File: src/rtl/game_pkg.sv
// Shared game constants: PS/2 set-2 scan codes and the held-key index used
// by the host movement path.
package game_pkg;

  localparam logic [7:0] SC_EXT   = 8'hE0;
  localparam logic [7:0] SC_BRK   = 8'hF0;
  localparam logic [7:0] SC_LEFT  = 8'h6B;
  localparam logic [7:0] SC_RIGHT = 8'h74;
  localparam logic [7:0] SC_UP    = 8'h75;
  localparam logic [7:0] SC_A     = 8'h1C;
  localparam logic [7:0] SC_D     = 8'h23;
  localparam logic [7:0] SC_W     = 8'h1D;

  typedef enum logic [2:0] {
    TOM_L,
    TOM_R,
    TOM_J,
    JER_L,
    JER_R,
    JER_J
  } key_e;

endpackage

File: src/rtl/host_key_decoder.sv
// Decodes the PS/2 set-2 byte stream into held-key levels for Tom (arrows)
// and Jerry (A/D/W); a stalled prefix sequence is dropped after a timeout.
module host_key_decoder
  import game_pkg::*;
#(
  parameter int unsigned TIMEOUT_CYCLES = 200_000
) (
  input  logic       clk,
  input  logic       rst,
  input  logic [7:0] rx_data,
  input  logic       rx_valid,
  output logic       tom_left,
  output logic       tom_right,
  output logic       tom_jump,
  output logic       jerry_left,
  output logic       jerry_right,
  output logic       jerry_jump,
  output logic       seq_err
);

  localparam int unsigned CW = $clog2(TIMEOUT_CYCLES);

  typedef enum logic [1:0] {IDLE, EXT, BRK, EXTBRK} state_e;

  state_e        state_q, state_d;
  logic [CW-1:0] cnt_q, cnt_d;
  logic [5:0]    keys_q, keys_d;
  logic          seq_err_q, seq_err_d;

  logic  fin, ext, brk, hit;
  key_e  key;

  always_ff @(posedge clk) begin
    if (rst) begin
      state_q   <= IDLE;
      cnt_q     <= '0;
      keys_q    <= '0;
      seq_err_q <= 1'b0;
    end else begin
      state_q   <= state_d;
      cnt_q     <= cnt_d;
      keys_q    <= keys_d;
      seq_err_q <= seq_err_d;
    end
  end

  always_comb begin
    state_d   = state_q;
    cnt_d     = '0;
    keys_d    = keys_q;
    seq_err_d = 1'b0;
    fin       = 1'b0;
    ext       = 1'b0;
    brk       = 1'b0;
    hit       = 1'b0;
    key       = TOM_L;

    if (rx_valid) begin
      // A byte always beats a same-cycle timeout, so it is handled first.
      unique case (state_q)
        IDLE: begin
          if (rx_data == SC_EXT)      state_d = EXT;
          else if (rx_data == SC_BRK) state_d = BRK;
          else                        fin = 1'b1;
        end
        EXT: begin
          if (rx_data == SC_BRK) begin
            state_d = EXTBRK;
          end else if (rx_data != SC_EXT) begin
            fin     = 1'b1;
            ext     = 1'b1;
            state_d = IDLE;
          end
        end
        BRK: begin
          fin     = 1'b1;
          brk     = 1'b1;
          state_d = IDLE;
        end
        EXTBRK: begin
          fin     = 1'b1;
          ext     = 1'b1;
          brk     = 1'b1;
          state_d = IDLE;
        end
        default: state_d = IDLE;
      endcase

      if (fin) begin
        if (ext) begin
          unique case (rx_data)
            SC_LEFT:  begin hit = 1'b1; key = TOM_L; end
            SC_RIGHT: begin hit = 1'b1; key = TOM_R; end
            SC_UP:    begin hit = 1'b1; key = TOM_J; end
            default:  hit = 1'b0;
          endcase
        end else begin
          unique case (rx_data)
            SC_A:    begin hit = 1'b1; key = JER_L; end
            SC_D:    begin hit = 1'b1; key = JER_R; end
            SC_W:    begin hit = 1'b1; key = JER_J; end
            default: hit = 1'b0;
          endcase
        end
        if (hit) keys_d[key] = ~brk;
      end
    end else if (state_q != IDLE) begin
      if (cnt_q == CW'(TIMEOUT_CYCLES - 1)) begin
        state_d   = IDLE;
        seq_err_d = 1'b1;
      end else begin
        cnt_d = cnt_q + 1'b1;
      end
    end
  end

  assign tom_left    = keys_q[TOM_L];
  assign tom_right   = keys_q[TOM_R];
  assign tom_jump    = keys_q[TOM_J];
  assign jerry_left  = keys_q[JER_L];
  assign jerry_right = keys_q[JER_R];
  assign jerry_jump  = keys_q[JER_J];
  assign seq_err     = seq_err_q;

endmodule

File: config.mk
export PLATFORM = sky130hd
export DESIGN_NAME = host_key_decoder
export DESIGN_NICKNAME = d
export VERILOG_FILES = /design/src/rtl/game_pkg.sv /design/src/rtl/host_key_decoder.sv
export SDC_FILE = /design/constraint.sdc
export NUM_CORES = 1
export LEC_CHECK = 0
export ABC_AREA = 1
export BUFFER_PORTS_ARGS = -buffer_cell sky130_fd_sc_hd__buf_2
export CORE_AREA = 10 10 79 74
export DETAILED_ROUTE_END_ITERATION = 8
export DIE_AREA = 0 0 89 84
export GPL_TIMING_DRIVEN = 1
export HOLD_SLACK_MARGIN = 0.12
export MAX_ROUTING_LAYER = met4
export SLEW_MARGIN = 25
export SYNTH_ARGS = -nofsm -noshare
export SYNTH_HDL_FRONTEND = slang
export SYNTH_SLANG_ARGS = --single-unit
export TNS_END_PERCENT = 5
File: constraint.sdc
create_clock -name clk -period 1.9 [get_ports clk]
set_clock_uncertainty 0.2 [all_clocks]
set_input_delay 0.285 -clock clk [delete_from_list [all_inputs] [get_ports clk]]
set_output_delay 0.285 -clock clk [all_outputs]
set_load 0.03 [all_outputs]
# == Yosys cells after proc, flatten, opt, wreduce, memory -nomap -nowiden ==
# Index checks and enable logic that the tools add are counted.
# op_classes
add_sub_neg,1
order_cmp,2
n_eq_ne,15
n_mux,32
bitwise,2
reduce_logical,12
# ops
cell,count
== test 8 x 7 -> 1 bit (second input constant),3
adder 18 x 1 -> 18 bit (second input constant),1
== test 18 bit (second input constant),1
== test 8 x 5 -> 1 bit (second input constant),2
== test 8 bit (second input constant),2
2-to-1 mux 1 bit,15
2-to-1 mux 2 bit,7
2-to-1 mux 3 bit,3
case mux 3 bit (3 select lines),1
OR reduction 3 bit,3
== test 8 x 6 -> 1 bit (second input constant),1
!= test 4 bit (second input constant),2
!= test 8 bit (second input constant),1
bitwise mux 6 bit,1
case mux 2 bit (3 select lines),1
nonzero test 2 bit,3
== test 2 bit (second input constant),2
less-than comparator 3 x 4 -> 1 bit (second input constant),1
case mux 2 bit (2 select lines),1
AND reduction 4 bit,1
OR reduction 4 bit,1
demux 1 bit (select 3 bit),1
>= comparator 3 x 1 -> 1 bit (second input constant),1
case mux 1 bit (3 select lines),1
other kinds (7),8
# totals
ff_bits,27
inputBits,11
out_inout_bits,7
word_cells,68

# == Depth between registers and ports, before layout ==
# Gate-level depths: netlist of the first run.
# depth
depth_word,13
depth_mapped,13
ltp_nobuf,13

# == Least setup slack after synthesis of the first run ==
# Ideal clock, no wire load.
# synth_timing
path_kind,register to register
from,register cnt_q[0]
to,register cnt_q[10]
setup_time_ps,117
arrival_ps,1386
t_required_ps,1583
setup_slack_ps,197
path_stages_with_launch,8
n_path_buf,1
synth_period_minus_slack_ps,1703
cell_sequence,dfxtp_1 > ha_1 > nand2_1 > nor3_2 > nand4_1 > nand4_2 > buf_2 > nor2_1
# synth_via
elab_chain_cells,2
elab_cells_between_ends,3
cone_classes,add/sub: 1; eq/ne: 1; reduce/logical: 1
# synth_rtl
item,line,rtl
start: declaration,host_key_decoder.sv:26,"logic [CW-1:0] cnt_q, cnt_d;"
start signal: assignment,host_key_decoder.sv:41,cnt_q <= cnt_d;
"parallel branches: the longest is 2 deep, another holds adder 18 x 1 -> 18 bit",-,
# Several ways; the timed one is not identified.
# A chain may end at the register's enable or synchronous reset.

# == Worst setup path in the final report of the first run ==
# layout_timing
from,input rst
to,register cnt_q[16]
# layout_via
elab_chain_cells,1
# layout_rtl
item,line,rtl
start: declaration,host_key_decoder.sv:9,"input logic rst,"
OR reduction 4 bit (no line),-,
# No other way between the ends.

==> results of run 1 <==
[layout by cell type (no fill, tap or decap)]
cell / n
nand2_1: 49
nor2_1: 42
inv_1: 41
dfxtp_1: 25
nand3_1: 24
buf_2: 17
nand2_2: 13
nor3_1: 8
nand4_1: 8
a21oi_1: 8
buf_4: 8
xor2_1: 4
nor3_4: 3
nor2_4: 3
nor2_2: 3
o21ai_0: 3
clkbuf_8: 3
nor4_1: 2
or2_2: 2
nand3_2: 2
nor3b_1: 2
xnor2_1: 2
dfxtp_2: 2
dlygate4sd3_1: 2
nand4_2: 1
nand3b_1: 1
inv_2: 1
nand2_4: 1
o211ai_1: 1
nor3b_2: 1
nor3_2: 1
or2_0: 1
ha_2: 1
clkinvlp_4: 1
[sequential cells by signal (all words and copies together) (netlist names)]
register  cells
state_q       2
cnt_q        18
keys_q        6
seq_err       1
[repair_timing]
action,in CTS,in global routing
gates resized for setup,1,6
endpoints found under the setup margin,1,15
endpoints found under the hold margin,4,0
pin swaps,0,2
setup buffers,0,2
cloned,0,0
hold buffers,2,0
[area by class of cell]
class | instances | area (µm²)
inverters | 42 | 158
clock buffers | 3 | 41.3
well taps | 50 | 62.6
clock inverters | 1 | 7.51
repair buffers | 27 | 165
fillers | 446 | 2330
flip-flops and latches | 27 | 543
multi-input cells | 186 | 985
[per-stage QoR]
step                cells  power [mW]  hold WS [ns]   util  area [µm²]
global route          336        1.04         0.237  0.458        1960
global placement      328       0.670         0.228  0.433        1860
finish                336       0.989         0.218  0.458        1960
detailed placement    328       0.670         0.232  0.433        1860
floorplan             257       0.640         0.154      -        1670
CTS                   334        1.00         0.250  0.451        1930
[worst max path at each step]
| stage | start | endpoint | slack, ns | cells past startpoint |
|---|---|---|---|---|
| final | rst | cnt_q[16]$_SDFF_PP0_ | 0.08 | 6 |
| after global routing | cnt_q[0]$_SDFF_PP0_ | cnt_q[16]$_SDFF_PP0_ | -0.008 | 9 |
| after CTS | cnt_q[0]$_SDFF_PP0_ | cnt_q[16]$_SDFF_PP0_ | 0.03 | 9 |
| after detailed placement | cnt_q[0]$_SDFF_PP0_ | cnt_q[16]$_SDFF_PP0_ | -0.004 | 9 |
| after global placement | cnt_q[0]$_SDFF_PP0_ | cnt_q[6]$_SDFF_PP0_ | 0.05 | 7 |
| after floorplan | cnt_q[0]$_SDFF_PP0_ | cnt_q[10]$_SDFF_PP0_ | 0.20 | 7 |
[report_power, final]
part           switching, mW  internal [mW]  leakage, nW
clock network          0.181          0.149       0.0217
registers            0.00544          0.568        0.219
logic                 0.0555         0.0306        0.657
total                  0.242          0.748        0.898
[layer usage]
metal | GRT usage | wire, µm | vias to the layer above
met5 | - | 0 | -
met4 | 0.0217 | 14 | 0
met3 | 0.0225 | 137 | 2
met2 | 0.152 | 1530 | 13
met1 | 0.122 | 1710 | 658
li1 | - | - | 866
[logic make-up (layout without fill, tap and decap cells)]
| kind of cell | after synthesis | in the layout |
|---|---|---|
| AOI/OAI and AO/OA | 12 | 12 |
| xor gates and xnor gates | 6 | 6 |
| adders and majority gates | 1 | 1 |
| buffers and inverters | 44 | 73 |
| DFF | 27 | 27 |
| and+or+nand+nor | 167 | 167 |
==> impl_metrics.ini, run 1 <==
[finish]
final_nets = 299
final_layout_size_suffix_gt1_frac = 0.220
syn2layout_area_growth_pct = 17.2
num_antenna_cells = 0

[synth]
synth.most_common_cell = nand2_1
synthXorXnorAreaFrac = 0.0314
yosys_warnings = 0
synth_common_cells = nand2_1 (50), nor2_1 (43), inv_1 (41)
synth_top_area_share = 0.323
synth.area.mux_share = 0
synth_compound_area_frac = 0.0374
async_flop_share = 0
ys.flop_type = dfxtp_1
yosysSeqAreaShare = 0.323
synth_top_area_cell = dfxtp_1
synthAdderAreaFrac = 0.00747
synth_area_leaders = dfxtp_1 (32%), nand2_1 (11%), nor2_1 (9.6%)
ys_ff_latch = 27
synth_edf_count = 0
netlist_area_mm2 = 0.00167
avgSynthCellArea_um2 = 6.51
synth_top_family_by_area = simple AND/OR/NAND/NOR gates
synth-simple-area-share = 0.501
synthCells = 257
ys_types = 29
syn_nets = 269

[global_route]
grt_pass1_vias = 1425
grt_antenna_before_repair = 0
grt_usage = 0.0965
grt_pass1_wl_um = 5970
grt_overflow_total = 0
grt_max_degree = 17

[setup_path]
crit_type = primary input to flip-flop
worst_path_largest_cell_delay_ns = 0.53
crit_fanout = 7
cp-start-kind = primary input
crit_family = buffers and inverters
r2r_slack_ns = 0.11
crit_slowest_cell = dlygate4sd3_1
critPathArrivalTime_ns = 1.81
r2r_end = cnt_q[16]$_SDFF_PP0_
cp.required_ns = 1.90
rr_worst_depth = 9
worstReg2RegStart = cnt_q[0]$_SDFF_PP0_
critPathBufInv = 4
worstPathCellList = dlygate4sd3_1, buf_2, inv_1, nand4_2, buf_4, nor3_1
end_kind = flip-flop

[sta]
setup_viol = 0
min_period_ns = 1.82
hold_viol = 0
fmax_ghz = 0.551
finalSetupTns_ns = 0
finalCritPeriodShare = 0.956
slew-limit-headroom = 0.796
slew_violations = 0
layout_setup_ws_ns = 0.0836
worst_pin_slew_ns = 0.302

[power]
ir_drop_uv = 352
leakage_nw = 0.898
powerDensity_mw_per_mm2 = 504

[placed_design]
dpl.hpwl_um = 2760
place_ws_ns = -0.00374
gp_congestion = 0.795
portBuffers = 17

[worst_hold_path]
hold_path_depth = 1
hold_end = cnt_q[0]$_SDFF_PP0_
hold_class = flip-flop to flip-flop
hold_start = cnt_q[0]$_SDFF_PP0_

[detailed_routing]
drcViolationCount = 0
detail_route.wl_per_cell_um = 10.1
ant_nets = 0
num_vias = 1539
drt-total-wl_um = 3390
drt-initial-drc-count = 52
vias_per_cell = 4.58
drt-pass1-iter-count = 4

[flow_run]
max_cap_viol_count = 0

[clocking]
cts_num_sinks = 27
cts_made_buffers = 3
cts-root-buf = clkbuf_8
clock_path_buffers = 2
clock_latency_ns = 0.27
cts_tree = built
clk_pin_slew_ns = 0.10
htreeDepth = 1

[floorplanning]
ios = 18
die_y_um = 84
placeableCoreArea_mm2 = 0.00429
dieArea_mm2 = 0.00748
num_rows = 23
start_util = 0.390
dieWidth_um = 89

[outcome]
status = complete, no violations
Note: power is estimated with default switching activity, not from simulation.
==> inputs of run 2 (changes only) <==
- CORE_AREA: 10 10 79 74 -> 10 10 70 66
- DIE_AREA: 0 0 89 84 -> 0 0 80 76
- PLACE_DENSITY: not set -> 0.73
==> impl_metrics.ini, run 2 (same netlist as run 1, synthesis figures left out) <==
[sta]
rsz0062_at_grt = yes
worst_hold_slack_ns = 0.226
slew_violations = 0
finalCritPeriodShare = 0.956
hold_viol = 0
setup_viol = 0
worst_pin_slew_ns = 0.326
min_period_ns = 1.82
fmax_ghz = 0.551
slew-limit-headroom = 0.780

[setup_path]
crit_fanout = 10
r2r_slack_ns = 0.08
critPathArrivalTime_ns = 1.85
worstReg2RegStart = cnt_q[0]$_SDFF_PP0_
rr_worst_depth = 8
end_kind = flip-flop
cp.required_ns = 1.93
r2r_end = cnt_q[6]$_SDFF_PP0_
cp-start-kind = flip-flop
crit_type = flip-flop to flip-flop

[clocking]
cts-root-buf = clkbuf_4
cts_tree = built
clock_path_buffers = 2
clk_pin_slew_ns = 0.14
cts_num_sinks = 27
htreeDepth = 1
cts_made_buffers = 3
clock_latency_ns = 0.32

[global_route]
grt_max_degree = 16
grt_pass1_vias = 1608
grt_usage = 0.124
grt_antenna_before_repair = 0
grt_overflow_total = 0
grt_pass1_wl_um = 6400

[finish]
fillCellCount = 343
largest_reg_flops = 18
final_cell_mix = nand2_1 (50), nor2_1 (42), inv_1 (41)
final_nets = 296
reg_top3 = cnt_q x18, keys_q x6, state_q x2
seqCellArea_um2 = 542
top_register = cnt_q
syn2layout_area_growth_pct = 13.8
num_antenna_cells = 0
final_common_cell = nand2_1
multiInputGateArea_um2 = 980
final_layout_size_suffix_gt1_frac = 0.201

[power]
p_sw_frac = 0.247
power.switching_uw = 223
leakage_nw = 0.880
p_clk_frac = 0.266
p_int_uw = 678
powerDensity_mw_per_mm2 = 473
ir_drop_uv = 419
p_comb_frac = 0.096
fin_total_pwr_uw = 901
p_seq_frac = 0.638

[placed_design]
gp_congestion = 0.851
portBuffers = 17
dpl.hpwl_um = 2800

[floorplanning]
placeableCoreArea_mm2 = 0.00325
dieWidth_um = 80
num_rows = 20
dieArea_mm2 = 0.00608
ios = 18
start_util = 0.515
die_y_um = 76

[worst_hold_path]
hold_end = cnt_q[0]$_SDFF_PP0_
hold_path_depth = 1
hold_start = cnt_q[0]$_SDFF_PP0_
hold_class = flip-flop to flip-flop

[outcome]
status = complete, no violations

[detailed_routing]
detail_route.wl_per_cell_um = 10.8
drt-initial-drc-count = 81
drt-pass1-iter-count = 4
num_vias = 1583
drt-total-wl_um = 3520
drcViolationCount = 0
ant_nets = 0
vias_per_cell = 4.84

[flow_run]
max_cap_viol_count = 0
-- run 2: changes by cell type in the layout (fill, tap and decap cells not counted), sizes merged --
cell / before / now
clkinvlp: 1 / 0
buf: 25 / 22
clkinv: 0 / 1
-- run 2: metal layers --
layer / global-route usage / up-vias / routed length, µm
li1: - / 864 / -
met1: 0.151 / 699 / 1770
met2: 0.199 / 18 / 1580
met3: 0.0259 / 2 / 156
met4: 0.0352 / 0 / 21
met5: - / - / 0
-- run 2: through the flow --
stage          std cells   util  setup TNS, ns  instance area (µm²)  setup WS [ns]
6_report             327  0.585              0                 1900         0.0839
5_1_grt              327  0.585         -0.137                 1900        -0.0843
4_1_cts              325  0.576              0                 1870         0.0348
3_5_place_dp         319  0.562              0                 1830         0.0688
3_3_place_gp         319  0.562              0                 1830          0.132
2_1_floorplan        257      -              0                 1670          0.197
-- run 2: power groups by stage --
stage / registers, mW / logic [mW] / clock network, mW
final: 0.575 / 0.0863 / 0.240
after global routing: 0.576 / 0.0986 / 0.273
after CTS: 0.575 / 0.0862 / 0.257
after detailed placement: 0.587 / 0.0826 / 0
after global placement: 0.587 / 0.0816 / 0
after floorplan: 0.583 / 0.0567 / 0
-- run 2: worst max-delay path by stage --
| stage | startpoint | end | cells past startpoint |
|---|---|---|---|
| 2_1_floorplan | cnt_q[0]$_SDFF_PP0_ | cnt_q[10]$_SDFF_PP0_ | 7 |
| 3_3_place_gp | cnt_q[0]$_SDFF_PP0_ | cnt_q[14]$_SDFF_PP0_ | 8 |
| 3_5_place_dp | cnt_q[0]$_SDFF_PP0_ | cnt_q[16]$_SDFF_PP0_ | 8 |
| 6_report | cnt_q[0]$_SDFF_PP0_ | cnt_q[6]$_SDFF_PP0_ | 8 |
| 4_1_cts | cnt_q[0]$_SDFF_PP0_ | cnt_q[16]$_SDFF_PP0_ | 9 |
| 5_1_grt | cnt_q[0]$_SDFF_PP0_ | cnt_q[16]$_SDFF_PP0_ | 9 |
-- run 2: critical path, stage by stage, from the launching register on --
cell and delay [ns]:
dfxtp_2 0.35, ha_1 0.20, nand2_1 0.13, nor3_4 0.06, buf_4 0.13, nand4_1 0.11
nand4_2 0.12, buf_4 0.20, nor3b_1 0.22
-- run 2: final cells by class --
type                       instances  area share
clock buffer                       3      0.0118
clock inverter                     1     0.00263
inverter                          42      0.0828
multi-input combinational        186       0.514
sequential                        27       0.284
tap                               44      0.0289
timing repair buffer              24      0.0749
-- run 2: repair_timing --
action / in CTS / in global routing
endpoints found under the setup margin: 0 / 15
hold buffers: 2 / 0
buffers inserted: 0 / 2
hold endpoints to repair: 4 / 0
gates resized for setup: 0 / 4
==> inputs of run 3 (changes only) <==
- CELL_PAD_IN_SITES_DETAIL_PLACEMENT: not set -> 1
- CELL_PAD_IN_SITES_GLOBAL_PLACEMENT: not set -> 1
- CORE_AREA: 10 10 70 66 -> 10 10 79 74
- DIE_AREA: 0 0 80 76 -> 0 0 89 84
- PLACE_DENSITY: 0.73 -> not set
- PLACE_DENSITY_LB_ADDON: not set -> 0.1
==> impl_metrics.ini, run 3 (same netlist as run 1, synthesis figures left out) <==
[outcome]
status = complete, no violations

[finish]
final_nets = 299
final_layout_size_suffix_gt1_frac = 0.227
seqCellArea_um2 = 543
final_cell_area_mm2 = 0.00199
top_register = cnt_q
fin_cells = 336
num_antenna_cells = 0
final_cell_mix = nand2_1 (49), inv_1 (41), nor2_1 (41)
reg_top3 = cnt_q x18, keys_q x6, state_q x2
largest_reg_flops = 18
multiInputGateArea_mm2 = 0.00100
syn2layout_area_growth_pct = 19.0
final_common_cell = nand2_1
fillCellCount = 585

[floorplanning]
dieArea_mm2 = 0.00748
die_y_um = 84
dieWidth_um = 89
placeableCoreArea_mm2 = 0.00429
num_rows = 23
ios = 18
start_util = 0.390

[clocking]
htreeDepth = 1
clk_pin_slew_ns = 0.11
clock_path_buffers = 2
cts-root-buf = clkbuf_8
cts_made_buffers = 3
cts_num_sinks = 27
clock_latency_ns = 0.29
cts_tree = built

[sta]
fmax_ghz = 0.557
slew-limit-headroom = 0.789
worst_hold_slack_ns = 0.252
setup_viol = 0
finalCritPeriodShare = 0.945
slew_violations = 0
finalSetupTns_ns = 0
min_period_ns = 1.80
hold_viol = 0
rsz0062_at_grt = yes
worst_pin_slew_ns = 0.317

[detailed_routing]
detail_route.wl_per_cell_um = 12.2
vias_per_cell = 4.96
drt-total-wl_um = 4090
drcViolationCount = 0
ant_nets = 0
drt-pass1-iter-count = 4
num_vias = 1666
drt-initial-drc-count = 22

[power]
p_seq_frac = 0.563
p_int_uw = 755
leakage_nw = 0.909
fin_total_pwr_mw = 1.02
ir_drop_uv = 343
p_sw_frac = 0.260
p_comb_frac = 0.088
powerDensity_mw_per_mm2 = 512
p_clk_frac = 0.348
power.switching_uw = 265

[global_route]
grt_max_degree = 18
grt_overflow_total = 0
grt_pass1_wl_um = 7390
grt_antenna_before_repair = 0
grt_usage = 0.122
grt_pass1_vias = 1768

[setup_path]
crit_type = flip-flop to flip-flop
cp.required_ns = 1.89
end_kind = flip-flop
cp-start-kind = flip-flop
crit_fanout = 4
critPathArrivalTime_ns = 1.78

[placed_design]
place_area_mm2 = 0.00188
dp.cells = 329
dpl.hpwl_um = 3380
gp_congestion = 0.837
portBuffers = 17

[flow_run]
max_cap_viol_count = 0

[worst_hold_path]
hold_class = flip-flop to flip-flop
## run 3: path summary, 6_finish.rpt
path	startpoint	endpoint	slack [ns]	cells after the start
hold / removal	cnt_q[0]$_SDFF_PP0_	cnt_q[0]$_SDFF_PP0_	0.25	1
hold reg to reg	cnt_q[0]$_SDFF_PP0_	cnt_q[0]$_SDFF_PP0_	0.25	1
setup reg to reg	cnt_q[0]$_SDFF_PP0_	cnt_q[16]$_SDFF_PP0_	0.10	8
setup / recovery	cnt_q[0]$_SDFF_PP0_	cnt_q[16]$_SDFF_PP0_	0.10	8
## run 3: what timing repair did
item                                   in CTS  in global routing
gates resized for setup                     1                 10
setup buffers                               0                  1
endpoints found under the hold margin       4                  0
setup endpoints to repair                   1                  5
pin swaps                                   1                  1
hold buffers                                2                  0
## run 3: cell type report
class | count | area share
Tap cell | 50 | 0.0314
Timing Repair Buffer | 27 | 0.0892
Clock inverter | 1 | 0.00440
Clock buffer | 3 | 0.0207
Sequential cell | 27 | 0.273
Multi-Input combinational cell | 186 | 0.503
Inverter | 42 | 0.0791
## run 3: power by group through the flow
stage          clock [mW]  combinational [mW]  sequential [mW]
6_report            0.355              0.0900            0.574
5_1_grt             0.394               0.102            0.576
4_1_cts             0.369              0.0912            0.574
3_5_place_dp            0              0.0878            0.587
3_3_place_gp            0              0.0860            0.587
2_1_floorplan           0              0.0567            0.583
## run 3: layer usage
metal	vias to the layer above	global-route usage	routed length, µm
li1	866	-	-
met1	782	0.125	1740
met2	13	0.223	2140
met4	0	0.0347	49
met5	-	-	0
met3	5	0.0273	162
## run 3: worst max-delay path: stages (launching register included)
cell and delay [ns]:
dfxtp_2 0.38, ha_4 0.14, nand2_2 0.07, nor3_4 0.24
buf_4 0.15, nand4_1 0.14, nand4_2 0.17, buf_4 0.16
nor3_1 0.05
## run 3: stage by stage
| step | utilization | setup WS [ns] |
|---|---|---|
| after global routing | 0.465 | -0.0525 |
| after CTS | 0.456 | 0.00719 |
| after global placement | 0.438 | 0.0309 |
| after detailed placement | 0.438 | -0.0222 |
| final | 0.465 | 0.105 |
| after floorplan | - | 0.197 |
